File: src/rtl/mux_sequencial_if.sv
// Output stream of mux_sequencial: valid/ready handshake plus the held word and its tags.
interface mux_sequencial_if #(
  parameter int unsigned LARGURA = 8,
  parameter int unsigned CANAIS  = 8
);
  localparam int unsigned END_W = $clog2(CANAIS);

  logic               pronto_saida;
  logic               valido_saida;
  logic [LARGURA-1:0] dados_selecionados;
  logic [END_W-1:0]   canal_atual;
  logic               erro_endereco;
  logic               varredura_completa;

  modport master (
    input  pronto_saida,
    output valido_saida,
    output dados_selecionados,
    output canal_atual,
    output erro_endereco,
    output varredura_completa
  );

  modport slave (
    output pronto_saida,
    input  valido_saida,
    input  dados_selecionados,
    input  canal_atual,
    input  erro_endereco,
    input  varredura_completa
  );
endinterface

File: src/rtl/mux_sequencial.sv
// Registered N-channel multiplexer with manual/scan modes and a valid/ready output stage.
// Optional channel mask for scan mode enabled by defining MUX_MASCARA_EN.
module mux_sequencial #(
  parameter  int unsigned LARGURA = 8,
  parameter  int unsigned CANAIS  = 8,
  localparam int unsigned END_W   = $clog2(CANAIS)
) (
  input  logic                      clk,
  input  logic                      rst,
  input  logic [CANAIS*LARGURA-1:0] entradas,
  input  logic [END_W-1:0]          endereco,
  input  logic                      modo,
`ifdef MUX_MASCARA_EN
  input  logic [CANAIS-1:0]         mascara,
`endif
  mux_sequencial_if.master          saida
);

  typedef enum logic {MANUAL = 1'b0, SCAN = 1'b1} estado_t;

  estado_t            estado_q;
  logic               valido_q;
  logic [LARGURA-1:0] dados_q;
  logic [END_W-1:0]   canal_q;
  logic               erro_q;
  logic               fim_q;
  logic [END_W-1:0]   ptr_q;

  logic [LARGURA-1:0] canal_arr [CANAIS];
  logic [CANAIS-1:0]  hab_c;
  logic               fora_c;
  logic [LARGURA-1:0] dado_man_c;
  logic               carga_c;
  logic [END_W-1:0]   base_c;
  logic [END_W-1:0]   prim_c;
  logic [END_W-1:0]   ult_c;
  logic [END_W-1:0]   sel_c;
  logic [END_W-1:0]   nxt_c;
  logic               tem_c;
  logic               achou_sel_c;
  logic               achou_nxt_c;

  for (genvar k = 0; k < int'(CANAIS); k++) begin : g_canal
    assign canal_arr[k] = entradas[k*LARGURA +: LARGURA];
  end

`ifdef MUX_MASCARA_EN
  assign hab_c = mascara;
`else
  assign hab_c = '1;
`endif

  // Out-of-range addresses only exist when CANAIS is not a power of two.
  if (CANAIS == (32'd1 << END_W)) begin : g_pot
    assign fora_c = 1'b0;
  end else begin : g_npot
    assign fora_c = (32'(endereco) >= CANAIS);
  end

  assign dado_man_c = fora_c ? '0 : canal_arr[endereco];
  assign carga_c    = !valido_q || saida.pronto_saida;

  // Scan selection: first enabled channel at/above the pointer, and the one after it (wrapping).
  always_comb begin
    base_c      = (estado_q == SCAN) ? ptr_q : '0;
    prim_c      = '0;
    ult_c       = '0;
    sel_c       = '0;
    nxt_c       = '0;
    tem_c       = 1'b0;
    achou_sel_c = 1'b0;
    achou_nxt_c = 1'b0;
    for (int unsigned i = 0; i < CANAIS; i++) begin
      if (hab_c[i]) begin
        if (!tem_c) prim_c = END_W'(i);
        tem_c = 1'b1;
        ult_c = END_W'(i);
        if (!achou_sel_c && (i >= 32'(base_c))) begin
          sel_c       = END_W'(i);
          achou_sel_c = 1'b1;
        end
      end
    end
    if (!achou_sel_c) sel_c = prim_c;
    for (int unsigned i = 0; i < CANAIS; i++) begin
      if (hab_c[i] && !achou_nxt_c && (i > 32'(sel_c))) begin
        nxt_c       = END_W'(i);
        achou_nxt_c = 1'b1;
      end
    end
    if (!achou_nxt_c) nxt_c = prim_c;
  end

  // Mode FSM and output register; the pointer always holds the next scan channel to load.
  always_ff @(posedge clk) begin
    if (rst) begin
      estado_q <= MANUAL;
      valido_q <= 1'b0;
      dados_q  <= '0;
      canal_q  <= '0;
      erro_q   <= 1'b0;
      fim_q    <= 1'b0;
      ptr_q    <= '0;
    end else if (carga_c) begin
      if (modo) begin
        estado_q <= SCAN;
        if (tem_c) begin
          valido_q <= 1'b1;
          dados_q  <= canal_arr[sel_c];
          canal_q  <= sel_c;
          erro_q   <= 1'b0;
          fim_q    <= (sel_c == ult_c);
          ptr_q    <= nxt_c;
        end else begin
          valido_q <= 1'b0;
          fim_q    <= 1'b0;
        end
      end else begin
        estado_q <= MANUAL;
        valido_q <= 1'b1;
        dados_q  <= dado_man_c;
        canal_q  <= endereco;
        erro_q   <= fora_c;
        fim_q    <= 1'b0;
      end
    end
  end

  assign saida.valido_saida       = valido_q;
  assign saida.dados_selecionados = dados_q;
  assign saida.canal_atual        = canal_q;
  assign saida.erro_endereco      = erro_q;
  // Must coincide with the transfer cycle itself, so it is qualified by the live ready.
  assign saida.varredura_completa = valido_q && saida.pronto_saida && fim_q && !rst;

endmodule

File: src/flat_wrapper.sv
// flat-port wrapper written by rule: the top's interface ports become plain ports
module mux_sequencial_flat 
#(
  parameter  int unsigned LARGURA = 8,
  parameter  int unsigned CANAIS  = 8,
  localparam int unsigned END_W   = $clog2(CANAIS)
)
  (clk, rst, entradas, endereco, modo, saida_pronto_saida, saida_valido_saida, saida_dados_selecionados, saida_canal_atual, saida_erro_endereco, saida_varredura_completa);
  mux_sequencial_if #(.LARGURA(LARGURA), .CANAIS(CANAIS)) saida_i ();
  input  logic clk;
  input  logic rst;
  input  logic [CANAIS*LARGURA-1:0] entradas;
  input  logic [END_W-1:0] endereco;
  input  logic modo;
  input wire logic [$bits(saida_i.pronto_saida)-1:0] saida_pronto_saida;
  output wire logic [$bits(saida_i.valido_saida)-1:0] saida_valido_saida;
  output wire logic [$bits(saida_i.dados_selecionados)-1:0] saida_dados_selecionados;
  output wire logic [$bits(saida_i.canal_atual)-1:0] saida_canal_atual;
  output wire logic [$bits(saida_i.erro_endereco)-1:0] saida_erro_endereco;
  output wire logic [$bits(saida_i.varredura_completa)-1:0] saida_varredura_completa;
  assign saida_i.pronto_saida = saida_pronto_saida;
  assign saida_valido_saida = saida_i.valido_saida;
  assign saida_dados_selecionados = saida_i.dados_selecionados;
  assign saida_canal_atual = saida_i.canal_atual;
  assign saida_erro_endereco = saida_i.erro_endereco;
  assign saida_varredura_completa = saida_i.varredura_completa;
  mux_sequencial #(.LARGURA(LARGURA), .CANAIS(CANAIS)) u_core (.clk(clk), .rst(rst), .entradas(entradas), .endereco(endereco), .modo(modo), .saida(saida_i));
endmodule
File: config.mk
export PLATFORM = sky130hd
export DESIGN_NAME = mux_sequencial_flat
export DESIGN_NICKNAME = d
export VERILOG_FILES = /design/src/rtl/mux_sequencial_if.sv /design/src/rtl/mux_sequencial.sv /design/src/flat_wrapper.sv
export SDC_FILE = /design/constraint.sdc
export NUM_CORES = 1
export LEC_CHECK = 0
export ABC_AREA = 1
export CAP_MARGIN = 30
export CORE_ASPECT_RATIO = 0.8
export CORE_MARGIN = 10
export CORE_UTILIZATION = 49
export DETAILED_ROUTE_END_ITERATION = 8
export PLACE_DENSITY = 0.95
export SYNTH_ARGS = -nofsm -noshare
export SYNTH_HDL_FRONTEND = slang
export SYNTH_SLANG_ARGS = --single-unit
File: constraint.sdc
create_clock -name clk -period 2.82 [get_ports clk]
set_input_delay 0.423 -clock clk [delete_from_list [all_inputs] [get_ports clk]]
set_output_delay 0.423 -clock clk [all_outputs]
set_load 0.01 [all_outputs]
# Yosys cells after proc, flatten, opt, wreduce, memory -nomap -nowiden
# Cells that the tools add are included.
# op_classes
order_cmp	16
eq_ne	1
mux	40
bitwise	2
reduce_logical	31
# op_table
op	count
8-bit binary-select mux with 3-bit select	2
3-bit two-way mux	15
8-bit two-way mux	5
1-bit two-way mux	18
1-bit logical AND	15
1-bit zero test	14
3-bit greater-than comparator (first input constant)	4
3-bit greater-or-equal comparator (first input constant)	3
4-bit greater-or-equal comparator (second input constant)	2
3-bit inverter with 4-bit output	2
1-bit by 3-bit greater-or-equal comparator with 1-bit output (first input constant)	2
2-bit by 3-bit greater-or-equal comparator with 1-bit output (first input constant)	2
2-bit by 3-bit greater-than comparator with 1-bit output (first input constant)	2
3-bit == test (second input constant)	1
1-bit by 3-bit greater-than comparator with 1-bit output (first input constant)	1
2-bit AND reduction	1
1-bit logical OR	1
# totals
regBits	17
input_bits	71
out_inout_bits	14

# Depth between registers and ports, before layout
# logic_depth
word_depth	43
depth_mapped	11
ltp_nobuf	9

# Worst setup path after synthesis
# No wires, ideal clock.
# synth_timing
path_type	input port to flip-flop
startpoint	input port endereco[0]
endpoint	register u_core.dados_q[7] (netlist: u_core.saida.dados_selecionados[7])
setup_ns	0.136
arrival_time_ns	1.245
required_ns	2.684
slack_ns	1.438
path_stages	10
path_cell_list	buf_4 -> inv_2 -> buf_6 -> buf_6 -> nand2_1 -> nand3_1 -> nand3_1 -> nand2_1 -> nor2_1 -> a21oi_2
# synth_between
elab_chain_cells	5
# synth_rtl
element	line_no	source
start, declared	flat_wrapper.sv:13	input logic [END_W-1:0] endereco;
3-bit inverter with 4-bit output (implied by the code)	mux_sequencial.sv:60	assign dado_man_c = fora_c ? '0 : canal_arr[endereco];
8-bit binary-select mux with 3-bit select	mux_sequencial.sv:60	
8-bit two-way mux (implied by the code) (2 in a row)	mux_sequencial.sv:60	
8-bit two-way mux	mux_sequencial.sv:105	if (modo) begin
end signal, assigned	mux_sequencial.sv:109	dados_q <= canal_arr[sel_c];
end signal, assigned	mux_sequencial.sv:121	dados_q <= dado_man_c;
end, declared	mux_sequencial.sv:23	logic [LARGURA-1:0] dados_q;
# No other way between the ends. The select of a mux whose other input is x is not followed.
# A chain may end at the register's enable or synchronous reset.

# Worst setup path in the final report
# layout_timing
startpoint	input port saida_pronto_saida
endpoint	output port saida_varredura_completa
# layout_between
elab_chain_cells	3
# layout_rtl
element	line_no	source
start, declared	flat_wrapper.sv:15	input wire logic [$bits(saida_i.pronto_saida)-1:0] saida_pronto_saida;
1-bit logical AND (3 in a row)	mux_sequencial.sv:134	assign saida.varredura_completa = valido_q && saida.pronto_saida && fim_q && !rst;
end, declared	flat_wrapper.sv:20	output wire logic [$bits(saida_i.varredura_completa)-1:0] saida_varredura_completa;
# No other way between the ends.

==> results.toml <==
[status]
status = "complete, no violations"

[min_path]
hold_depth = 2
hold_start = "u_core.fim_q$_SDFFE_PP0N_"
hold_class = "flip-flop to flip-flop"
min_to = "u_core.fim_q$_SDFFE_PP0N_"

[clock_network]
cts-root-buf = "clkbuf_8"
cts_setup_buffers = 0
cts_hold_buf = 0
clkSlewWorstSetupHoldPaths_ns = 0.06
cts_resized = 0
clockBufferDepth = 2
cts_tree = "yes"
clock-sinks = 17
htreeDepth = 1
cts_buffers = 3
worstSkewPairLatency_ns = 0.25

[floorplanning]
die-height_um = 80.8
die_area_um2 = 7760
fp-row-count = 22
fp.dieW_um = 96.0
core_area_um2 = 4540
initial_utilization_pct = 49.9
boundaryPins = 85

[setup_path]
timing.rr.start = "u_core.estado_q$_SDFFE_PP0N_"
cpMostUsedCell = "clkdlybuf4s50_1"
path_cells = "clkdlybuf4s50_1 -> nand3_1 -> nor2_1 -> clkdlybuf4s50_1"
endpoint_kind = "output pin"
crit_path_max_incr_delay_ns = 0.54
crit_path_start_kind = "input pin"
cp_max_fo = 2
r2r_slack_ns = 0.93
worst-r2r-cell-count = 5
crit_required_ns = 2.40
slowest_stage = "clkdlybuf4s50_1"
critical_path_arrival_ns = 1.61
path_class = "input pin to output pin"
reg2reg_to = "u_core.ptr_q[1]$_SDFFE_PP0P_"

[pwr]
power_density_nw_per_um2 = 266
p_leak_nw = 1.68
power_uw = 830
vdd_drop_max_mv = 0.253

[timing]
fin_ws_ns = 0.791
fin_skew_ns = 0.00320
worst_slew_margin_rel_pct = 66.0
tightest_slew_ns = 0.510
finalHoldViolations = 0
grt_setup_unrepaired = "false"
fmaxAchievable_mhz = 493
finalSetupViolCount = 0
period_needed_ns = 2.03
min_period_over_period_pct = 72.0
finalSetupTns_ns = 0
hold_ws_ns = 0.500
drv_slew = 0

[grt]
antenna_found_initial = 0
met1_usage_pct = 24.2
met3_usage_pct = 6.27
grt_pass1_wl_um = 13300
grt_use_met2_pct = 34.0
grt.total_usage_pct = 20.5
grt_max_degree = 37
grt_overflow = 0
grt-busiest-layer = "met2"
grt_pass1_vias = 2948

[synth]
yosysUniqueCellTypes = 28
syn_area_um2 = 2270
yosys.area_share.adder_pct = 0.552
synthCells = 440
ys_seq_area_share_pct = 15.0
synth_compound_area_share_pct = 8.01
synth_top_family_by_area = "simple AND/OR/NAND/NOR gates"
synth_warnings = 0
synth_seq_cells = 17
synth_area_per_cell_um2 = 5.15
post-synth-top-area-cell = "nand2_1"
synth-xor-area-share_pct = 0
synth_nets = 512
synthMuxAreaShare_pct = 0
synth_simple_gate_area_share_pct = 56.3
yosysTopAreaCellShare_pct = 29.7
ys_top_cells_by_area = "nand2_1 (30%), nand3_1 (19%), dfxtp_1 (15%)"

[routing]
num_vias = 2994
drc = 0
drt_first_pass_iters = 7
wirelength_um = 8230
routedWlPerCell_um = 14.4
first_iter_violations = 327
ant_nets = 0
vias_per_cell = 5.23

[placement]
gp_congestion = 0.885
io_buffers = 83
place_ws_ns = 0.624
dp_hpwl_um = 6150

[layout]
fin_util_pct = 68.7
nFillCells = 432
drive_above_1_share_pct = 6.25
diodes = 0
nNetsFinal = 585
area_delta_synth_final_pct = 37.7

[run]
maxCapViolations = 0
==> logic make-up (layout without fill, tap and decap cells) <==
logic type | after synthesis | count (layout)
other | 1 | 1
adder cells (fa/ha/maj) | 1 | 1
AO/OA/AOI/OAI | 29 | 29
buffers and inverters | 102 | 174
AND/OR/NAND/NOR | 290 | 290
flip-flops | 17 | 17
==> synth_stat cells, drive strengths merged <==
master and number:
clkbuf 4, nand2 182, nor2 14, conb 1, clkinv 1, nand3 88, or2 5, inv 80
buf 17, a221oi 1, a31oi 2, o21ai 8, ha 1, dfxtp 17, o211ai 3, a21oi 15
nand4 1
==> state kept, by name (all words and copies together), names as in the netlist <==
register                         cells
u_core.saida.dados_selecionados      8
u_core.ptr_q                         3
u_core.saida.canal_atual             3
u_core.estado_q                      1
u_core.fim_q                         1
u_core.saida.valido_saida            1
==> report_power, final <==
part           switching (mW)  internal (mW)
clock                  0.0789          0.100
sequential             0.0182          0.258
combinational           0.192          0.183
total                   0.289          0.541
==> through the flow <==
step / instances / area (µm²)
after floorplan: 440 / 2270
after global placement: 568 / 3070
after detailed placement: 568 / 3070
after CTS: 572 / 3120
after global routing: 572 / 3120
final: 572 / 3120
==> layer usage <==
metal	share of wire (%)	vias up
met3	13	21
met4	1.9	0
li1	-	1495
met1	40	1277
met2	46	201
met5	0	-
==> how the worst max path moves through the flow <==
stage,startpoint,endpoint,slack [ns]
detailed placement,saida_pronto_saida,u_core.ptr_q[2]$_SDFFE_PP0P_,0.62
CTS,saida_pronto_saida,saida_varredura_completa,0.78
global route,saida_pronto_saida,saida_varredura_completa,0.66
floorplan,endereco[0],u_core.saida.dados_selecionados[7]$_SDFFE_PP0N_,1.44
finish,saida_pronto_saida,saida_varredura_completa,0.79
global placement,saida_pronto_saida,u_core.fim_q$_SDFFE_PP0N_,0.73
==> layout make-up <==
type	count	area, µm²	area share [%]
multi-input cells	321	1470	47.3
repair buffers	89	876	28.1
flip-flops and latches	17	340	10.9
inverters	81	309	9.91
well taps	60	75.1	2.41
clock buffers	4	45.0	1.44
==> cells in the final DEF (no fill, tap or decap), drive strengths merged <==
cell type,netlist,final
a31oi,2,2
nand2,182,182
a221oi,1,1
nor2,14,14
a21oi,15,15
buf,17,6
conb,1,1
clkdlybuf4s50,0,83
nand3,88,88
o21ai,8,8
inv,80,80
ha,1,1
clkinv,1,1
o211ai,3,3
nand4,1,1
dfxtp,17,17
clkbuf,4,4
or2,5,5
==> critical path, delay by kind of cell <==
kind          cells  cell delay (ns)
buf+inv           2             1.02
simple gates      2             0.17
No activity file was read; power rests on OpenSTA's default activity.
